[src/rtl/p_to_s_sched.sv]
// p_to_s_sched: round-robin scheduler that lets NREQ requesters share one
// parallel-to-serial converter. A granted word is placed on ser_data and the
// serializer is enabled (ser_en low) for one leading-zero cycle plus WIDTH
// data cycles. A mandatory one-cycle gap with ser_en high follows, so the
// serializer's internal counter clears before the next word.
//
// Ports:
//   clk       rising-edge clock
//   rst       asynchronous active-high reset
//   req       per-requester request, held until its gnt pulse
//   req_data  requester i word at [i*WIDTH +: WIDTH]
//   abort     cancels the transfer in progress (ignored outside SHIFT)
//   gnt       one-hot, one-cycle pulse when a word is captured
//   ser_en    active-low serializer enable (0 = shifting)
//   ser_data  captured word, held until the next grant
//   owner     index of the requester owning the current or last transfer
//   busy      high while a transfer is in progress (inverse of ser_en)
//   done      one-cycle pulse on normal completion
//
// state  | meaning
// IDLE   | no transfer; arbitrate every cycle
// SHIFT  | serializer enabled; counter runs 0..WIDTH
// GAP    | one cycle with ser_en high; arbitrate as in IDLE
module p_to_s_sched #(
    parameter int WIDTH = 16,
    parameter int NREQ  = 4
) (
    input  logic                       clk,
    input  logic                       rst,
    input  logic [NREQ-1:0]            req,
    input  logic [NREQ*WIDTH-1:0]      req_data,
    input  logic                       abort,
    output logic [NREQ-1:0]            gnt,
    output logic                       ser_en,
    output logic [WIDTH-1:0]           ser_data,
    output logic [$clog2(NREQ)-1:0]    owner,
    output logic                       busy,
    output logic                       done
);
    localparam int PW = $clog2(NREQ);
    localparam int CW = $clog2(WIDTH + 2);

    typedef enum logic [1:0] {S_IDLE, S_SHIFT, S_GAP} state_t;

    state_t          state_q, state_d;
    logic [CW-1:0]   cnt_q, cnt_d;
    logic [PW-1:0]   ptr_q, ptr_d;
    logic            win_any;
    logic [PW-1:0]   win_idx;
    logic [PW:0]     scan;

    logic [NREQ-1:0]  gnt_d;
    logic             ser_en_d;
    logic [WIDTH-1:0] ser_data_d;
    logic [PW-1:0]    owner_d;
    logic             done_d;

    // Round-robin search starting at ptr_q; one extra bit on scan keeps the
    // wrap correct for NREQ values that are not a power of two.
    always_comb begin
        win_any = 1'b0;
        win_idx = '0;
        scan    = '0;
        for (int k = 0; k < NREQ; k++) begin
            scan = {1'b0, ptr_q} + (PW+1)'(k);
            if (scan >= (PW+1)'(NREQ))
                scan = scan - (PW+1)'(NREQ);
            if (!win_any && req[scan[PW-1:0]]) begin
                win_any = 1'b1;
                win_idx = scan[PW-1:0];
            end
        end
    end

    // State register
    always_ff @(posedge clk or posedge rst) begin
        if (rst)
            state_q <= S_IDLE;
        else
            state_q <= state_d;
    end

    // Next-state logic
    always_comb begin
        state_d = state_q;
        case (state_q)
            S_IDLE, S_GAP: state_d = win_any ? S_SHIFT : S_IDLE;
            S_SHIFT: begin
                if (abort || cnt_q == CW'(WIDTH))
                    state_d = S_GAP;
            end
            default: state_d = S_IDLE;
        endcase
    end

    // Output logic: next values for the registered outputs, counter, pointer
    always_comb begin
        gnt_d      = '0;
        ser_en_d   = 1'b1;
        ser_data_d = ser_data;
        owner_d    = owner;
        done_d     = 1'b0;
        cnt_d      = cnt_q;
        ptr_d      = ptr_q;
        case (state_q)
            S_IDLE, S_GAP: begin
                if (win_any) begin
                    gnt_d[win_idx] = 1'b1;
                    ser_en_d       = 1'b0;
                    ser_data_d     = req_data[int'(win_idx)*WIDTH +: WIDTH];
                    owner_d        = win_idx;
                    cnt_d          = '0;
                    ptr_d          = (win_idx == PW'(NREQ-1)) ? '0 : win_idx + 1'b1;
                end
            end
            S_SHIFT: begin
                if (abort) begin
                    cnt_d = '0;
                end else if (cnt_q == CW'(WIDTH)) begin
                    done_d = 1'b1;
                    cnt_d  = '0;
                end else begin
                    ser_en_d = 1'b0;
                    cnt_d    = cnt_q + 1'b1;
                end
            end
            default: ;
        endcase
    end

    always_ff @(posedge clk or posedge rst) begin
        if (rst) begin
            gnt      <= '0;
            ser_en   <= 1'b1;
            ser_data <= '0;
            owner    <= '0;
            busy     <= 1'b0;
            done     <= 1'b0;
            cnt_q    <= '0;
            ptr_q    <= '0;
        end else begin
            gnt      <= gnt_d;
            ser_en   <= ser_en_d;
            ser_data <= ser_data_d;
            owner    <= owner_d;
            busy     <= ~ser_en_d;
            done     <= done_d;
            cnt_q    <= cnt_d;
            ptr_q    <= ptr_d;
        end
    end
endmodule
[config.mk]
export PLATFORM = sky130hd
export DESIGN_NAME = p_to_s_sched
export DESIGN_NICKNAME = d
export VERILOG_FILES = /design/src/rtl/p_to_s_sched.sv
export SDC_FILE = /design/constraint.sdc
export NUM_CORES = 1
export LEC_CHECK = 0
export BUFFER_PORTS_ARGS = -buffer_cell sky130_fd_sc_hd__buf_2
export CORE_UTILIZATION = 46
export CTS_CLUSTER_DIAMETER = 150
export DETAILED_ROUTE_END_ITERATION = 10
export PLACE_DENSITY_LB_ADDON = 0.15
export SLEW_MARGIN = 25
export SYNTH_ARGS = -nofsm -noshare
export SYNTH_HDL_FRONTEND = slang
export SYNTH_SLANG_ARGS = --single-unit
export TNS_END_PERCENT = 30
[constraint.sdc]
create_clock -name clk -period 2.6 [get_ports clk]
set_input_delay 0.52 -clock clk [delete_from_list [all_inputs] [get_ports clk]]
set_output_delay 0.52 -clock clk [all_outputs]
set_load 0.05 [all_outputs]
# Word level (Yosys, flattened, before mapping)
# Index checks and enable logic that the tools add are counted.
[word_totals] register_bits=34 output_inout_bits=25 input_bits=71 elab_cells=87
[op_classes] n_reduce_logical=13 addsub=9 shifts=1 order_cmp=10 n_eq_ne=6 bitwise_logic=1 n_mux=38
[op_table] operator="indexed part select 64 x 7 -> 16 bit" count=1
[op_table] operator="two-way mux 2 bit" count=10
[op_table] operator="< comparator 2 x 3 -> 1 bit, second input constant" count=5
[op_table] operator="two-way mux 1 bit" count=15
[op_table] operator="two-way mux 5 bit" count=3
[op_table] operator="case mux 5 bit (2 select lines)" count=1
[op_table] operator=">= comparator 3 bit, second input constant" count=3
[op_table] operator="binary-select mux 1 bit (select 2 bit)" count=4
[op_table] operator="two-way mux 4 bit" count=2
[op_table] operator="subtractor 2 x 1 -> 2 bit, second input constant" count=4
[op_table] operator="adder 2 x 2 -> 3 bit, second input constant" count=2
[op_table] operator="adder 5 x 1 -> 5 bit, second input constant" count=1
[op_table] operator="== test 5 bit, second input constant" count=1
[op_table] operator="== test 2 bit, second input constant" count=2
[op_table] operator="logical AND 1 bit" count=4
[op_table] operator="!= test 2 bit, second input constant" count=2
[op_table] operator="case mux 2 bit (2 select lines)" count=1
[op_table] operator="AND reduction 2 bit" count=2
[op_table] operator="adder 2 x 1 -> 3 bit, second input constant" count=1
[op_table] operator=">= comparator 2 x 3 -> 1 bit, second input constant" count=1
[op_table] operator="zero test 1 bit" count=3
[op_table] operator="adder 2 x 1 -> 2 bit, second input constant" count=1
[op_table] operator="demux 1 bit (select 2 bit)" count=1
[op_table] operator="== test 2 x 1 -> 1 bit, second input constant" count=1
[op_table] operator="other kinds (7)" count=7

# Depth between registers and ports, before layout
# Gate-level depths: netlist (run 1).
[logic_depth] ltp_word=20 ltp_mapped=8 mapped_depth_nobuf=7

# Least setup slack after synthesis (run 1)
# Ideal clock, no wire load.
[synth_timing] path_kind="input port to flip-flop" start="in req[1]" end="reg ser_data[9]" setup_time_ns=0.124 slack_ns=0.710 t_arrival_ns=1.766 n_path_buf=2 path_stages=7 t_required_ns=2.476 cell_sequence="mux2_4 o221ai_2 buf_6 buf_6 mux2i_1 nor3_1 a211o_1"
[synth_via] elab_chain_len=13 elab_cells_between_ends=24 cone_classes="1 x shift; 16 x mux; 7 x reduce/logical"
[synth_lines] item="from (decl)" line_no="30" source="input logic [NREQ-1:0] req,"
[synth_lines] item="binary-select mux 1 bit (select 2 bit)" line_no="68" source="if (!win_any && req[scan[PW-1:0]]) begin"
[synth_lines] item="two-way mux 1 bit (not written as such)" line_no="68"
[synth_lines] item="two-way mux 1 bit" line_no="68"
[synth_lines] item="zero test 1 bit" line_no="68"
[synth_lines] item="logical AND 1 bit" line_no="68"
[synth_lines] item="two-way mux 1 bit" line_no="68"
[synth_lines] item="zero test 1 bit" line_no="68"
[synth_lines] item="logical AND 1 bit" line_no="68"
[synth_lines] item="two-way mux 1 bit" line_no="68"
[synth_lines] item="zero test 1 bit" line_no="68"
[synth_lines] item="logical AND 1 bit" line_no="68"
[synth_lines] item="two-way mux 2 bit / two-way mux 1 bit (equally long branches)" line_no="68"
[synth_lines] item="indexed part select 64 x 7 -> 16 bit / AND reduction 2 bit (equally long branches)"
[synth_lines] item="to (signal assigned)" line_no="144" source="ser_data <= ser_data_d;"
[synth_lines] item="to (decl)" line_no="35" source="output logic [WIDTH-1:0] ser_data,"
# Parallel ways exist; a longest one is shown, timed or not. The select of a mux whose other input is x is not followed.
# A chain may end at the register's enable or synchronous reset.

# Worst setup path in the final report (run 1)
[layout_timing] start="reg ptr_q[1]" end="reg ser_data[2]"
[layout_via] elab_chain_len=15 elab_cells_between_ends=39 cone_classes="7 x add/sub; 4 x order compare; 1 x shift; 20 x mux; 7 x reduce/logical"
[layout_lines] item="from (decl)" line_no="47" source="logic [PW-1:0] ptr_q, ptr_d;"
[layout_lines] item="from (signal assigned)" line_no="149" source="ptr_q <= ptr_d;"
[layout_lines] item="parallel branches: the longest is 15 deep, another holds adder 2 x 1 -> 3 bit"
# Several ways; the timed one is not identified. The select of a mux whose other input is x is not followed.

==> metrics.cfg, run 1 <==
[status]
status = completed

[timing]
holdWs_ns = 0.243
timing.setup.tns_ns = 0
maxSlewHeadroom_pct = 59.2
setup_violations = 0
period_needed_ns = 1.97
max_freq_mhz = 507
slew_viol_final = 0
hold_viol = 0
period_share_pct = 75.8
finClkSkew_ns = 0.00200
tightest_slew_ns = 0.604
rsz0062_at_grt = no

[routing]
wl_per_cell_um = 12.9
drt-pass1-iter-count = 4
drt-initial-drc-count = 95
drc = 0
vias = 1699
drt_wl_total_um = 4260
antenna_left = 0
vias_per_cell = 5.15

[clocking]
cts_made_buffers = 5
cts_tree = yes
post-cts-setup-buffers = 0
cts_buffer_depth = 2
cts_root_buf = clkbuf_8
clock-sinks = 34
insertion_delay_ns = 0.28
htree_levels = 2
holdBufCountCts = 0
cts_resized = 0
cts.reportedPaths.clkPinSlew_ns = 0.07

[setup_path]
slowest_stage = dfrtp_1
r2r_slack_ns = 0.63
r2r_cells = 6
reg2reg_from = ptr_q[1]
worstSetupStartpointType = flip-flop
cp_data_required_time_ns = 2.77
max_stage_delay_ns = 0.46
r2r-end = ser_data[2]
cp.arrival_ns = 2.15
path_buf_inv = 1
crit_type = flip-flop to flip-flop
cp_max_fo = 36
crit_family = multiplexers
crit_chain = mux2_4 -> o221ai_4 -> buf_12 -> mux2i_1 -> nor3_1 -> a211o_1
critPathCaptureType = flip-flop

[layout]
syn_to_final_growth_pct = 31.0
layout-drive-gt1-share_pct = 41.1
fin_cells = 330
multiInputGateArea_um2 = 972
n_antenna_cell = 0
regArea_um2 = 852
stdcell_area_um2 = 2530
nFillCells = 353
nets = 354

[synthesis]
ys_seq_elements = 34
synthesis.nets = 260
syn-cell-area_um2 = 1930
netlist_instances = 185
ys.warnings.count = 0
ys_types = 32
yosysSeqAreaShare_pct = 44.0
avgSynthCellArea_um2 = 10.5

[grt]
grt_max_degree = 37
gr-total-overflow = 0
grt_pass1_wl_um = 6560
grt_pass1_vias = 1453
antenna_found_initial = 0
grt_usage_pct = 20.0

[place]
gp_congestion = 0.771
hpwl_um = 3070
place_inst = 322
io_buffers = 95
placedInstanceArea_um2 = 2440

[hold_path]
hold_class = input port to asynchronous set/reset pin

[die]
dieArea_um2 = 4470
fp.dieH_um = 66.8
ios = 96
rows = 23
die_x_um = 66.8
core_region_area_um2 = 4030
start_util_pct = 48.0

[power]
ir_worst_vdd_v = 0.000663
p_leak_nw = 1.42
p_seq_share_pct = 28.5
swShare_pct = 49.5
internal_power_w = 0.00155
power_frac_clock_pct = 13.0
p_total_w = 0.00308
power.density_nw_per_um2 = 1210
pwr-share-comb_pct = 58.5
p_switching_w = 0.00152

[flow_run]
drv_cap = 0

## synth_stat cells
library cell  number  area share, %
nor3_1            34            8.8
dfrtp_1           33             43
mux2i_1           33             17
a211o_1           16            7.2
nor2_1             9            1.7
buf_2              7            1.8
nand2_1            6            1.2
inv_1              5           0.97
buf_6              4            2.3
ha_1               4            2.6
a21oi_1            3           0.78
and2_1             3           0.97
inv_2              3           0.58
xor2_1             3            1.4
a21o_1             2           0.78
nand4_1            2           0.65
o21ai_0            2           0.52
o31ai_1            2           0.78
a21boi_0           1           0.39
buf_4              1           0.39
clkbuf_1           1           0.19
dfstp_2            1            1.4
mux2_4             1           0.78
nand2b_1           1           0.32
nor4_1             1           0.32
nor4bb_1           1           0.52
o21ai_1            1           0.26
o221ai_2           1           0.78
o22ai_2            1           0.65
or2_1              1           0.32
or3b_1             1           0.45
xnor2_1            1           0.45
## cell type report
class / count / area share, %
clock buffer: 7 / 3.41
clock inverter: 1 / 0.198
inverter: 8 / 1.19
multi-input combinational: 130 / 38.4
sequential: 34 / 33.6
tap: 50 / 2.47
timing repair buffer: 100 / 20.7
## kinds of logic after synthesis
logic type	synth area share [%]
adder cells (fa/ha/maj)	2.59
AO/OA/AOI/OAI	12.2
AND/OR/NAND/NOR	15.3
multiplexers	17.9
buffers and inverters	6.27
flip-flops	44.0
XOR/XNOR	1.81
## worst register-to-register path, stage by stage (launching register included)
cell and delay, ns:
dfrtp_1 0.46, mux2_4 0.34, o221ai_4 0.19, buf_12 0.27
mux2i_1 0.27, nor3_1 0.06, a211o_1 0.27
## worst max-delay path by stage
stage          startpoint      endpoint  slack, ns  cells after the start
6_report         ptr_q[1]   ser_data[2]       0.63                      6
5_1_grt          ptr_q[1]  ser_data[13]       0.51                      6
4_1_cts          ptr_q[1]  ser_data[13]       0.61                      6
3_5_place_dp       req[3]  ser_data[11]       0.45                      6
3_3_place_gp       req[0]  ser_data[13]       0.46                      7
2_1_floorplan      req[1]   ser_data[9]       0.71                      7
## flip-flops by register name, indices dropped and copies added, names as in the netlist, 2 cells and up
signal,count
cnt_q,5
gnt,4
ser_data,16
state_q,2
ptr_q,2
owner,2
## stage by stage
stage                     worst slack [ns]  utilization (%)
after global placement               0.462             60.6
after detailed placement             0.447             60.6
after global routing                 0.509             62.9
final                                0.628             62.9
after floorplan                      0.710                -
after CTS                            0.612             62.9
## per-layer routing
layer / up-vias / track usage (%) / share of wire (%) / routed length, um
li1: 860 / - / - / -
met1: 767 / 26.0 / 47 / 2010
met2: 68 / 32.1 / 45 / 1940
met3: 4 / 5.65 / 6.5 / 276
met4: 0 / 6.38 / 0.99 / 42
met5: - / 0 / 0 / 0
## power groups by stage
| stage | sequential [W] | combinational [W] | clock (W) |
|---|---|---|---|
| 2_1_floorplan | 0.00147 | 0.000854 | 0 |
| 3_3_place_gp | 0.000879 | 0.00179 | 0 |
| 3_5_place_dp | 0.000883 | 0.00181 | 0 |
| 4_1_cts | 0.000876 | 0.00181 | 0.000414 |
| 5_1_grt | 0.000905 | 0.00194 | 0.000440 |
| 6_report | 0.000876 | 0.00180 | 0.000400 |
## cells in the final DEF (no fill, tap or decap), types with 2 or more instances in the layout
cell and n:
a21o_1 2, nand4_1 2, inv_2 3, ha_1 4, and2_1 3, a21oi_1 3, dfrtp_1 33, buf_2 95
o31ai_1 2, nand2_1 6, inv_1 5, buf_4 4, o21ai_0 2, mux2i_1 33, xor2_1 3, a211o_1 16
nor3_1 34, clkbuf_8 6, nor2_1 9
(Power assumes the default switching activity.)
==> run 2, diff against run 1 <==
--- a/config.mk
+++ b/config.mk
@@ -5,8 +5,9 @@
 export SDC_FILE = /design/constraint.sdc
 export NUM_CORES = 1
 export LEC_CHECK = 0
+export ABC_AREA = 1
 export BUFFER_PORTS_ARGS = -buffer_cell sky130_fd_sc_hd__buf_2
-export CORE_UTILIZATION = 46
+export CORE_UTILIZATION = 49
 export CTS_CLUSTER_DIAMETER = 150
 export DETAILED_ROUTE_END_ITERATION = 10
 export PLACE_DENSITY_LB_ADDON = 0.15
==> constraint.sdc (replaced) <==
create_clock -name clk -period 1.85 [get_ports clk]
set_input_delay 0.37 -clock clk [delete_from_list [all_inputs] [get_ports clk]]
set_output_delay 0.37 -clock clk [all_outputs]
set_load 0.05 [all_outputs]
==> run 2 against run 1 <==
Net effect: the flow now finishes with violations (setup timing); critical path type unchanged; flip-flop and latch count stayed put; maximum frequency up 5.4%; highest routed layer unchanged; design area is 31% higher; clock skew up 0.0012 ns; largest power group unchanged; clock power increased by 43%; combinational power rose to 3.1 times the previous value; sequential power grew 46%; register-to-register slack worse by 0.65 ns.
==> metrics.cfg, run 2 <==
[status]
status = finished with violations  ; was completed
violations = setup timing

[layout]
layout-drive-gt1-share_pct = 36.6  ; was 41.1%
nets = 539  ; was 354
layout_common_cells = nand2_1 (98), buf_2 (95), nand3_1 (69)  ; was buf_2 (95), nor3_1 (34), mux2i_1 (33), dfrtp_1 (33), a211o_1 (16)
regMostFlops = ser_data  ; unchanged
layout_commonest_cell = nand2_1  ; was buf_2
n_antenna_cell = 0  ; unchanged
syn_to_final_growth_pct = 34.8  ; was 31.0%
largest_reg_flops = 16  ; unchanged
top_regs = ser_data: 16 flops, cnt_q: 5 flops, gnt: 4 flops  ; unchanged

[timing]
finalWorstSetupSlack_ns = -0.0199  ; was 0.628 ns
rsz0062_at_grt = yes  ; was no
finClkSkew_ns = 0.00324  ; was 0.00200 ns
max_freq_mhz = 535  ; was 507 MHz
period_needed_ns = 1.87  ; was 1.97 ns
maxSlewHeadroom_pct = 70.8  ; was 59.2%
setup_violations = 1  ; was 0
holdWs_ns = 0.182  ; was 0.243 ns
period_share_pct = 101  ; was 75.8%
tightest_slew_ns = 0.439  ; was 0.604 ns
slew_viol_final = 0  ; unchanged
hold_viol = 0  ; unchanged
timing.setup.tns_ns = -0.0199  ; was 0 ns

[power]
internal_power_w = 0.00344  ; was 0.00155 W
p_seq_share_pct = 17.1  ; was 28.5%
swShare_pct = 54.2  ; was 49.5%
power.density_nw_per_um2 = 2250  ; was 1210 nW/um2
p_leak_nw = 1.87  ; was 1.42 nW
p_total_w = 0.00750  ; was 0.00308 W
pwr-share-comb_pct = 75.2  ; was 58.5%
p_switching_w = 0.00406  ; was 0.00152 W
power_frac_clock_pct = 7.6  ; was 13.0%
ir_worst_vdd_v = 0.00136  ; was 0.000663 V

[clocking]
insertion_delay_ns = 0.28  ; about the same
cts_made_buffers = 5  ; unchanged
cts.reportedPaths.clkPinSlew_ns = 0.07  ; about the same
cts_buffer_depth = 2  ; unchanged
cts_tree = yes  ; unchanged
cts_root_buf = clkbuf_8  ; unchanged
htree_levels = 2  ; unchanged
clock-sinks = 34  ; unchanged

[die]
ios = 96  ; unchanged
dieArea_um2 = 5320  ; was 4470 um2
rows = 25  ; was 23
die_x_um = 73.0  ; was 66.8 um
core_region_area_um2 = 4790  ; was 4030 um2
fp.dieH_um = 73.0  ; was 66.8 um
start_util_pct = 51.6  ; was 48.0%

[routing]
drc = 0  ; unchanged
drt_wl_total_um = 6050  ; was 4260 um
drt-pass1-iter-count = 4  ; unchanged
drt-initial-drc-count = 125  ; was 95
antenna_left = 0  ; unchanged
vias = 2591  ; was 1699
wl_per_cell_um = 11.4  ; was 12.9 um
vias_per_cell = 4.87  ; was 5.15

[synthesis]
yosys.area.top_type_share_pct = 33.5  ; was 42.7%
synth_edf_count = 0  ; unchanged
ys_top_cells_by_count = nand2_1 (102), nand3_1 (71), inv_1 (49)  ; was nor3_1 (34), dfrtp_1 (33), mux2i_1 (33)
async_flop_share_pct = 100  ; unchanged
synthesis.nets = 427  ; was 260
avgSynthCellArea_um2 = 7.01  ; was 10.5 um2
netlist_instances = 352  ; was 185
post-synth-top-count-cell = nand2_1  ; was nor3_1
yosysSeqAreaShare_pct = 34.5  ; was 44.0%
ys_types = 28  ; was 32
synth_area_leaders = dfrtp_1 (33%), nand2_1 (16%), nand3_1 (14%), inv_1 (7.5%), nand3b_1 (4.9%)  ; was dfrtp_1 (43%), mux2i_1 (17%), nor3_1 (8.8%), a211o_1 (7.2%), ha_1 (2.6%)
syn-cell-area_um2 = 2470  ; was 1930 um2
yosys.area.top_type = dfrtp_1  ; unchanged
synthFlopType = dfrtp_1  ; unchanged
ys.warnings.count = 0  ; unchanged
ys_seq_elements = 34  ; unchanged

[setup_path]
r2r_slack_ns = -0.02  ; was 0.63 ns
worstSetupStartpointType = flip-flop  ; unchanged
r2r_cells = 12  ; was 6
cp.arrival_ns = 2.04  ; was 2.15 ns
r2r-end = ptr_q[1]  ; was ser_data[2]
reg2reg_from = ptr_q[0]  ; was ptr_q[1]
critPathCaptureType = flip-flop  ; unchanged
cp_max_fo = 7  ; was 36
cp_data_required_time_ns = 2.02  ; was 2.77 ns
crit_type = flip-flop to flip-flop  ; unchanged

[grt]
gr-total-overflow = 0  ; unchanged
grt_pass1_vias = 2372  ; was 1453
grt_max_degree = 35  ; was 37
antenna_found_initial = 0  ; unchanged
grt_pass1_wl_um = 10100  ; was 6560 um
grt_usage_pct = 24.6  ; was 20.0%

[place]
io_buffers = 95  ; unchanged
gp_congestion = 0.851  ; was 0.771
hpwl_um = 4530  ; was 3070 um

[hold_path]
hold_class = input port to asynchronous set/reset pin  ; unchanged

[flow_run]
drv_cap = 0  ; unchanged

-- run 2: power groups by stage --
stage	Clock (W)	Combinational, W	Sequential, W
6_report	0.000573	0.00564	0.00128
5_1_grt	0.000617	0.00617	0.00132
4_1_cts	0.000583	0.00551	0.00128
3_5_place_dp	0	0.00542	0.00127
3_3_place_gp	0	0.00535	0.00128
2_1_floorplan	0	0.00322	0.00212
-- run 2: timing repair --
action                                  in CTS  in global routing
hold endpoints to repair                     0                  0
gates cloned                                 2                  0
endpoints found under the setup margin      17                 27
pin swaps                                    3                  1
resized for setup                            4                 11
hold buffers                                 0                  0
buffers inserted                             2                  2
-- run 2: worst max path at each step --
stage | start | endpoint | slack (ns) | depth (start not counted)
3_3_place_gp | ptr_q[0] | ser_data[5] | 0.002 | 11
6_report | ptr_q[0] | ptr_q[1] | -0.02 | 12
4_1_cts | ptr_q[0] | ptr_q[1] | 0.004 | 13
3_5_place_dp | ptr_q[0] | ser_data[5] | -0.02 | 11
5_1_grt | ptr_q[0] | ser_data[7] | -0.19 | 14
2_1_floorplan | ptr_q[0] | ptr_q[1] | 0.01 | 13
-- run 2: per-stage QoR --
step	util, %	instances	worst slack, ns	area [um2]
floorplan	-	352	0.0145	2500
global placement	65.7	518	0.00249	3140
detailed placement	65.7	518	-0.0240	3140
CTS	68.4	530	0.00395	3270
global route	69.5	532	-0.188	3330
finish	69.5	532	-0.0199	3330
-- run 2: layout make-up --
type                       instances  area, um2
clock buffer                       6       82.6
tap                               67       83.8
sequential                        34        855
multi-input combinational        248       1330
timing repair buffer             119        746
clock inverter                     2       12.5
fill                             421       1460
inverter                          55        211
timing repair inverter             1       7.51
-- run 2: metal layers --
layer | vias to the layer above | track usage, % | part of all wire (%)
li1 | 1335 | - | -
met2 | 92 | 40.1 | 48
met1 | 1160 | 32.8 | 46
met4 | 0 | 9.15 | 0.65
met5 | - | 0 | 0
met3 | 4 | 4.28 | 5.7
-- run 2: critical path, stage by stage (launching register included) --
cell        delay [ns]
dfrtp_2           0.46
clkinvlp_4        0.17
nand2_1           0.10
nand2_1           0.05
nand2_1           0.08
nand2_2           0.09
nand4_1           0.08
nand2_1           0.09
nor2_4            0.23
inv_4             0.08
ha_4              0.23
nand2_1           0.05
o21ai_1           0.05
-- run 2: cell families after synthesis --
| logic type | count (synthesis) | synth area share [%] |
|---|---|---|
| AOI/OAI and AO/OA | 12 | 2.74 |
| xor gates and xnor gates | 2 | 0.710 |
| adders and majority gates | 4 | 2.03 |
| buffers and inverters | 71 | 14.1 |
| DFF | 34 | 34.5 |
| and+or+nand+nor | 229 | 45.8 |
==> run 3, diff against run 2 <==
--- a/config.mk
+++ b/config.mk
@@ -7,7 +7,8 @@
 export LEC_CHECK = 0
 export ABC_AREA = 1
 export BUFFER_PORTS_ARGS = -buffer_cell sky130_fd_sc_hd__buf_2
-export CORE_UTILIZATION = 49
+export CORE_UTILIZATION = 51
+export CTS_BUF_LIST = sky130_fd_sc_hd__clkbuf_2 sky130_fd_sc_hd__clkbuf_4 sky130_fd_sc_hd__clkbuf_8
 export CTS_CLUSTER_DIAMETER = 150
 export DETAILED_ROUTE_END_ITERATION = 10
 export PLACE_DENSITY_LB_ADDON = 0.15
==> run 3 against run 2 <==
Net effect: the run still ends with setup timing left; count of clock-buffer cells in the layout fell by 1; design area rose by 6.4%; utilization rose by 9.1 points; clock skew rose by 0.0015 ns; first-iteration DRC count fell by 22%; sequential power barely moved; combinational power rose by 12%; maximum frequency fell by 5.0%; global-route usage rose by 1.9 points; non-clock buffer count rose by 11; via count rose by 2.4%.
==> metrics.cfg, run 3 (same netlist as run 2, synthesis figures left out) <==
[grt]
grt_usage_pct = 26.5  ; was 24.6%
antenna_found_initial = 0  ; unchanged
grt_max_degree = 35  ; unchanged
grt_pass1_vias = 2514  ; was 2372
grt_pass1_wl_um = 10700  ; was 10100 um
gr-total-overflow = 0  ; unchanged

[layout]
nFillCells = 308  ; was 421
fin_cells = 528  ; was 532
syn_to_final_growth_pct = 43.5  ; was 34.8%
regMostFlops = ser_data  ; unchanged
multiInputGateArea_um2 = 1410  ; was 1330 um2
layout-drive-gt1-share_pct = 42.6  ; was 36.6%
largest_reg_flops = 16  ; unchanged
nets = 550  ; was 539
top_regs = ser_data: 16 flops, cnt_q: 5 flops, gnt: 4 flops  ; unchanged
regArea_um2 = 855  ; unchanged
layout_commonest_cell = buf_2  ; was nand2_1
n_antenna_cell = 0  ; unchanged
layout_common_cells = buf_2 (95), nand2_1 (84), nand3_1 (62)  ; was nand2_1 (98), buf_2 (95), nand3_1 (69)
stdcell_area_um2 = 3540  ; was 3330 um2

[die]
core_region_area_um2 = 4500  ; was 4790 um2
start_util_pct = 54.8  ; was 51.6%
rows = 24  ; was 25
dieArea_um2 = 5120  ; was 5320 um2
ios = 96  ; unchanged
die_x_um = 71.6  ; was 73.0 um
fp.dieH_um = 71.6  ; was 73.0 um

[timing]
rsz0062_at_grt = yes  ; unchanged
max_freq_mhz = 508  ; was 535 MHz
finalWorstSetupSlack_ns = -0.119  ; was -0.0199 ns
timing.setup.tns_ns = -0.841  ; was -0.0199 ns
period_needed_ns = 1.97  ; was 1.87 ns
maxSlewHeadroom_pct = 71.2  ; was 70.8%
slew_viol_final = 0  ; unchanged
finClkSkew_ns = 0.00478  ; was 0.00324 ns
tightest_slew_ns = 0.432  ; was 0.439 ns
hold_viol = 0  ; unchanged
period_share_pct = 106  ; was 101%
setup_violations = 21  ; was 1

[clocking]
clock-sinks = 34  ; unchanged
htree_levels = 2  ; unchanged
holdBufCountCts = 0  ; unchanged
cts_made_buffers = 5  ; unchanged
cts.reportedPaths.clkPinSlew_ns = 0.08  ; was 0.07 ns
insertion_delay_ns = 0.29  ; was 0.28 ns
cts_root_buf = clkbuf_8  ; unchanged
cts_buffer_depth = 2  ; unchanged
cts_tree = yes  ; unchanged

[place]
placedInstanceArea_um2 = 3160  ; was 3140 um2
io_buffers = 95  ; unchanged
gp_congestion = 0.854  ; was 0.851
hpwl_um = 4580  ; was 4530 um
place_inst = 508  ; was 518

[power]
power.density_nw_per_um2 = 2380  ; was 2250 nW/um2
ir_worst_vdd_v = 0.00137  ; was 0.00136 V
p_leak_nw = 1.98  ; was 1.87 nW

[routing]
drc = 0  ; unchanged
vias_per_cell = 5.02  ; was 4.87
antenna_left = 0  ; unchanged
drt_wl_total_um = 6510  ; was 6050 um
drt-initial-drc-count = 97  ; was 125
drt-pass1-iter-count = 5  ; was 4
vias = 2653  ; was 2591
wl_per_cell_um = 12.3  ; was 11.4 um

[flow_run]
drv_cap = 0  ; unchanged

[status]
status = finished with violations  ; unchanged
violations = setup timing  ; unchanged

[setup_path]
crit_type = flip-flop to flip-flop  ; unchanged
cp_max_fo = 6  ; was 7
critPathCaptureType = flip-flop  ; unchanged
cp_data_required_time_ns = 2.02  ; about the same
worstSetupStartpointType = flip-flop  ; unchanged
cp.arrival_ns = 2.14  ; was 2.04 ns

[hold_path]
hold_class = input port to asynchronous set/reset pin  ; unchanged

[run 3: routing by layer]
| metal | wire (um) | GRT usage (%) | up-vias |
|---|---|---|---|
| met2 | 3240 | 48.3 | 90 |
| met5 | 0 | 0 | - |
| met1 | 2870 | 32.2 | 1205 |
| met3 | 356 | 4.78 | 4 |
| met4 | 43 | 6.97 | 0 |
| li1 | - | - | 1354 |
[run 3: final timing paths]
path / slack, ns / start / cells past startpoint / to
max: -0.12 / ptr_q[0] / 13 / ptr_q[1]
min: 0.17 / rst / 3 / gnt[1]
max reg2reg: -0.12 / ptr_q[0] / 13 / ptr_q[1]
min reg2reg: 0.51 / ser_data[0] / 2 / ser_data[0]
max in group asynchronous: 1.35 / rst / 3 / ser_en
min in group clk: 0.29 / abort / 2 / done
[run 3: stage by stage]
step	power (W)	hold slack [ns]	worst slack, ns	utilization (%)
2_1_floorplan	0.00533	0.443	0.0145	-
3_3_place_gp	0.00671	0.469	0.0185	70.2
3_5_place_dp	0.00683	0.473	-0.0477	70.2
4_1_cts	0.00795	0.175	0.00276	75.6
5_1_grt	0.00905	0.205	-0.215	78.6
6_report	0.00843	0.166	-0.119	78.6
[run 3: final cells by class]
cell class                      instances  share of cell area (%)
Inverter                               55                    6.04
Timing Repair Buffer                  130                    24.1
Tap cell                               52                    1.84
Clock inverter                          3                    1.94
Multi-Input combinational cell        248                    39.8
Timing Repair inverter                  1                   0.212
Sequential cell                        34                    24.1
Clock buffer                            5                    1.94
[run 3: power breakdown]
group	leakage [nW]	switching, W	internal (W)
Combinational	1.48	0.00390	0.00242
Sequential	0.426	0.000190	0.00110
Clock	0.0683	0.000288	0.000540
[run 3: repair_timing]
action,in CTS,in global routing
pin swaps,8,8
gates cloned,1,2
endpoints found under the setup margin,19,27
gates resized for setup,16,25
setup buffers,8,1
[run 3: worst max-delay path, stage by stage (launching register included)]
cell and delay (ns):
dfrtp_2 0.45, clkinvlp_4 0.15, buf_4 0.15, nand2_1 0.05, nand2_1 0.06, nand2_2 0.09, nand2_4 0.07, nand3_1 0.10
nor2_2 0.05, nor2_4 0.24, inv_4 0.08, ha_4 0.24, nand2_1 0.06, o21ai_1 0.06
